File: src/rtl/mips_alu_bist_if.sv
// rtl/mips_alu_bist_if.sv - operand/result bus between the BIST engine and the MIPSALU under test
interface mips_alu_bist_if;
  logic [3:0]  ALUctl;
  logic [31:0] A;
  logic [31:0] B;
  logic [31:0] ALUOut;
  logic        Zero;

  modport master (output ALUctl, A, B, input ALUOut, Zero);
  modport slave  (input ALUctl, A, B, output ALUOut, Zero);
endinterface

File: src/rtl/mips_alu_bist.sv
// rtl/mips_alu_bist.sv - LFSR-driven MIPSALU self-test with MISR signature compaction
module mips_alu_bist #(
  parameter int          NUM_VECTORS = 64,
  parameter logic [31:0] LFSR_SEED   = 32'hACE12468,
  parameter logic [31:0] GOLDEN_SIG  = 32'h00000000
) (
  input  logic                   clk,
  input  logic                   rst_n,
  input  logic                   start,
  input  logic                   abort,
  mips_alu_bist_if.master        alu,
  output logic                   busy,
  output logic                   done,
  output logic                   pass,
  output logic [31:0]            signature
);

  localparam logic [1:0] S_IDLE = 2'd0;
  localparam logic [1:0] S_RUN  = 2'd1;
  localparam logic [1:0] S_DONE = 2'd2;

  localparam logic [15:0] LAST = 16'(NUM_VECTORS - 1);

  logic [1:0]  state;
  logic [31:0] lfsr;
  logic [31:0] lfsr_next;
  logic [31:0] misr;
  logic [31:0] misr_next;
  logic [2:0]  op_idx;
  logic [15:0] count;
  logic        pass_r;

  always_comb begin
    lfsr_next = lfsr >> 1;
    if (lfsr[0]) lfsr_next = lfsr_next ^ 32'h80200003;
  end

  always_comb begin
    misr_next = {misr[30:0], misr[31] ^ misr[21] ^ misr[1] ^ misr[0]}
                ^ alu.ALUOut ^ {31'b0, alu.Zero};
  end

  // Stimulus is always visible, even outside RUN, so the ALU sees stable operands.
  assign alu.A = lfsr;
  assign alu.B = {lfsr[15:0], lfsr[31:16]} ^ 32'h5A5A5A5A;

  always_comb begin
    case (op_idx)
      3'd0:    alu.ALUctl = 4'h0;
      3'd1:    alu.ALUctl = 4'h1;
      3'd2:    alu.ALUctl = 4'h2;
      3'd3:    alu.ALUctl = 4'h6;
      3'd4:    alu.ALUctl = 4'h7;
      3'd5:    alu.ALUctl = 4'hC;
      default: alu.ALUctl = 4'h0;
    endcase
  end

  always_ff @(posedge clk or negedge rst_n) begin
    if (!rst_n) begin
      state  <= S_IDLE;
      lfsr   <= LFSR_SEED;
      op_idx <= 3'd0;
      count  <= 16'd0;
      misr   <= 32'd0;
      pass_r <= 1'b0;
    end else begin
      case (state)
        S_IDLE, S_DONE: begin
          if (start) begin
            state  <= S_RUN;
            lfsr   <= LFSR_SEED;
            op_idx <= 3'd0;
            count  <= 16'd0;
            misr   <= 32'd0;
            pass_r <= 1'b0;
          end
        end
        S_RUN: begin
          // Abort wins over terminal count and leaves the partial signature visible.
          if (abort) begin
            state  <= S_IDLE;
            pass_r <= 1'b0;
          end else begin
            misr <= misr_next;
            if (count == LAST) begin
              state  <= S_DONE;
              pass_r <= (misr_next == GOLDEN_SIG);
            end else begin
              lfsr   <= lfsr_next;
              op_idx <= (op_idx == 3'd5) ? 3'd0 : op_idx + 3'd1;
              count  <= count + 16'd1;
            end
          end
        end
        default: state <= S_IDLE;
      endcase
    end
  end

  assign busy      = (state == S_RUN);
  assign done      = (state == S_DONE);
  assign pass      = pass_r & done;
  assign signature = misr;

endmodule

File: src/flat_wrapper.sv
// flat-port wrapper written by rule: the top's interface ports become plain ports
module mips_alu_bist_flat 
#(
  parameter int          NUM_VECTORS = 64,
  parameter logic [31:0] LFSR_SEED   = 32'hACE12468,
  parameter logic [31:0] GOLDEN_SIG  = 32'h00000000
)
  (clk, rst_n, start, abort, busy, done, pass, signature, alu_ALUctl, alu_A, alu_B, alu_ALUOut, alu_Zero);
  mips_alu_bist_if alu_i ();
  input  logic clk;
  input  logic rst_n;
  input  logic start;
  input  logic abort;
  output logic busy;
  output logic done;
  output logic pass;
  output logic [31:0] signature;
  output wire logic [$bits(alu_i.ALUctl)-1:0] alu_ALUctl;
  output wire logic [$bits(alu_i.A)-1:0] alu_A;
  output wire logic [$bits(alu_i.B)-1:0] alu_B;
  input wire logic [$bits(alu_i.ALUOut)-1:0] alu_ALUOut;
  input wire logic [$bits(alu_i.Zero)-1:0] alu_Zero;
  assign alu_ALUctl = alu_i.ALUctl;
  assign alu_A = alu_i.A;
  assign alu_B = alu_i.B;
  assign alu_i.ALUOut = alu_ALUOut;
  assign alu_i.Zero = alu_Zero;
  mips_alu_bist #(.NUM_VECTORS(NUM_VECTORS), .LFSR_SEED(LFSR_SEED), .GOLDEN_SIG(GOLDEN_SIG)) u_core (.clk(clk), .rst_n(rst_n), .start(start), .abort(abort), .alu(alu_i), .busy(busy), .done(done), .pass(pass), .signature(signature));
endmodule
File: config.mk
export PLATFORM = sky130hd
export DESIGN_NAME = mips_alu_bist_flat
export DESIGN_NICKNAME = d
export VERILOG_FILES = /design/src/rtl/mips_alu_bist_if.sv /design/src/rtl/mips_alu_bist.sv /design/src/flat_wrapper.sv
export SDC_FILE = /design/constraint.sdc
export NUM_CORES = 1
export LEC_CHECK = 0
export ABC_AREA = 1
export CAP_MARGIN = 30
export CORE_MARGIN = 2
export CORE_UTILIZATION = 48
export CTS_BUF_LIST = sky130_fd_sc_hd__clkbuf_8
export DETAILED_ROUTE_END_ITERATION = 16
export PLACE_DENSITY = 0.93
export REMOVE_ABC_BUFFERS = 1
export SLEW_MARGIN = 20
export SYNTH_ARGS = -nofsm -noshare
export SYNTH_HDL_FRONTEND = slang
export SYNTH_SLANG_ARGS = --single-unit
File: constraint.sdc
create_clock -name clk -period 1.8 [get_ports clk]
set_input_delay 0.36 -clock clk [delete_from_list [all_inputs] [get_ports clk]]
set_output_delay 0.36 -clock clk [all_outputs]
set_load 0.03 [all_outputs]
==> results.toml <==
[run_status]
status = "complete, no violations"

[detailed_routing]
viasPerCell = 5.38
avgRoutedWirePerCell_um = 15.7
drtIter0Drc = 370
wl_um = 13000
postRouteAntennaNets = 0
via_count = 4453
drcViolationCount = 0
dr.pass1.iters = 6

[setup_path]
cp-end-kind = "output pin"
worstPathCellList = "clkdlybuf4s50_1"
max_stage_delay_ns = 0.68
crit_fanout = 2
path_class = "flop to output pin"
cp_num_buf_inv = 1
r2r_cells = 9
r2r-start = "u_core.count[0]"
critPathLaunch = "u_core.alu.A[9]"
worstPathRequired_ns = 1.44
crit_slowest_cell = "clkdlybuf4s50_1"
cp_top_family = "buffers and inverters"
critPathLaunchType = "flop"
reg2reg_to = "u_core.count[8]"
reg2reg_slack_ns = 0.05
crit_arrival_ns = 1.41

[finish]
mostFrequentLayoutCell = "nand2_1"
synthToLayoutAreaGrowth_pct = 36.8
mostFrequentLayoutCells = "nand2_1, inv_1, dlygate4sd2_1"
finalInstanceArea_mm2 = 0.00613
fin_nets = 751
drive_above_1_share_pct = 9.62
insertedDiodeCount = 0

[timing]
hold_viol_final = 0
fmax_mhz = 565
tns_ns = 0
maxSlewViolCount = 0
min_period_ns = 1.77
setup_slack_ns = 0.0302
rsz0062_at_grt = "true"
setup_viol = 0
holdWs_ns = 0.448
slew_headroom_pct = 57.8
post-route-period-util_pct = 98.3
skew_ns = 0.0129
worst_pin_slew_ns = 0.628

[synth]
ys_seq_elements = 86
syn_area_mm2 = 0.00448
ys.flop_type = "dfrtp_1"
synthesis.instances = 576
synth_largest_area_cell = "dfrtp_1"
synth_top_cell_area_share_pct = 40.7
yosysWarningCount = 0
synth_area_per_cell_um2 = 7.78
synth-edff-count = 0
async_flop_share_pct = 100
synth_area_leaders = "dfrtp_1, nand2_1, dfstp_2"
synth_cell_type_count = 30
ys_seq_area_share_pct = 48.4

[cts]
clk_path_buf_depth = 2
cts_tree = "built"
clkLatencyLatePin_ns = 0.36
root_buffer = "clkbuf_8"
clk_pin_slew_ns = 0.09
numClockSinks = 86
cts_buffers = 9
htreeDepth = 3

[global_route]
grt_util_all_layers_pct = 25.6
grt_max_degree = 37
gr-total-overflow = 0
grt_pass1_vias = 4480
antenna_found_initial = 0
grt_pass1_wl_um = 20600

[hold_path]
min_path_type = "input port to async pin"

[pwr]
pwr-share-comb_pct = 49.4
power_leakage_nw = 3.32
p_sw_mw = 4.10
p_clk_share_pct = 16.4
seq_power_share_pct = 34.2
irDropWorstVdd_v = 0.000678
intPower_mw = 4.62
netSwitchingFraction_pct = 47.0
power.density_mw_per_mm2 = 1420

[die]
rows = 35
io_pins = 140
initial_core_util_pct = 49.0
die_w_um = 101
die_y_um = 101
core-area_mm2 = 0.00915
dieArea_mm2 = 0.0101

[placed_design]
post_dp_cell_area_mm2 = 0.00593
port_buffers = 139
finalWeightedCongestion = 0.886
place_ws_ns = -0.0838
place_hpwl_um = 9310

[job]
maxCapViolCount = 0
power groups by stage:
stage | Clock (mW) | Sequential (mW) | Combinational (mW)
floorplan | 0 | 4.07 | 1.52
global placement | 0 | 2.99 | 4.55
detailed placement | 0 | 3.01 | 4.67
CTS | 1.44 | 2.97 | 4.30
global route | 1.52 | 3.05 | 4.61
finish | 1.43 | 2.98 | 4.31
what timing repair did:
item | CTS | global route
gates cloned | 0 | 0
endpoints found under the setup margin | 86 | 66
hold endpoints to repair | 22 | 0
pin swaps | 0 | 2
buffers inserted | 0 | 4
hold buffers | 1 | 0
resized for setup | 82 | 19
worst reg2reg max path, stage by stage, from the launching register on:
cell     delay (ns)
dfrtp_1        0.41
ha_2           0.21
nand2_1        0.13
nor3_4         0.19
nand3_2        0.13
nand2_4        0.13
nand2_4        0.10
buf_12         0.19
nand2_1        0.07
a21oi_1        0.07
Yosys cell counts, types with 2 or more instances:
| master | number |
|---|---|
| inv_1 | 84 |
| buf_2 | 7 |
| o21ai_0 | 22 |
| nor2_1 | 48 |
| o21ai_1 | 14 |
| buf_1 | 2 |
| clkbuf_1 | 5 |
| or2_2 | 3 |
| a21oi_1 | 16 |
| buf_6 | 2 |
| dfrtp_1 | 73 |
| nand3_2 | 2 |
| nand2_1 | 156 |
| nand4_1 | 5 |
| dfstp_2 | 13 |
| nand2_4 | 2 |
| inv_2 | 2 |
| o22ai_1 | 24 |
| buf_4 | 17 |
| xnor2_1 | 18 |
| ha_1 | 2 |
| xor2_1 | 4 |
| nand3_1 | 42 |
| nor3_1 | 7 |
registers in the layout, summed over array words and instances (netlist names):
register          count
u_core.signature     32
u_core.count         16
u_core.state          2
u_core.op_idx         3
u_core.alu.A         32
u_core.pass_r         1
through the flow:
| stage | instances | total power [mW] | util (%) |
|---|---|---|---|
| finish | 828 | 8.72 | 67.0 |
| global route | 828 | 9.18 | 67.0 |
| detailed placement | 807 | 7.68 | 64.8 |
| global placement | 807 | 7.54 | 64.8 |
| CTS | 824 | 8.70 | 66.2 |
| floorplan | 543 | 5.58 | - |
worst max-delay path by stage:
stage / end / slack [ns] / cells after the start
final: alu_A[9] / 0.03 / 1
after global routing: u_core.count[2] / -0.01 / 9
after CTS: signature[31] / 0.002 / 1
after detailed placement: u_core.alu.A[2] / -0.08 / 9
after global placement: u_core.count[13] / 0.02 / 9
after floorplan: u_core.alu.A[2] / -0.39 / 8
cells by family after synthesis:
group	share of synthesized area, %
and+or+nand+nor	25.4
buffers and inverters	12.2
AOI/OAI and AO/OA	9.15
adders and majority gates	0.558
xor gates and xnor gates	4.30
DFF	48.4
area by class of cell:
cell class                 instances  area (um2)
tap                              111         139
fill                             730        3020
multi-input combinational        369        1780
inverter                          88         343
clock buffer                      10         138
timing repair buffer             158        1500
clock inverter                     6        68.8
sequential                        86        2170
per-layer routing:
metal,GRT usage [%],part of all wire [%],vias up
met5,0,0,-
met4,11.9,2.9,0
met3,4.65,7.5,51
met2,44.2,52,252
met1,31.1,38,2085
li1,-,-,2065
Power figures use the tool's default switching activity.
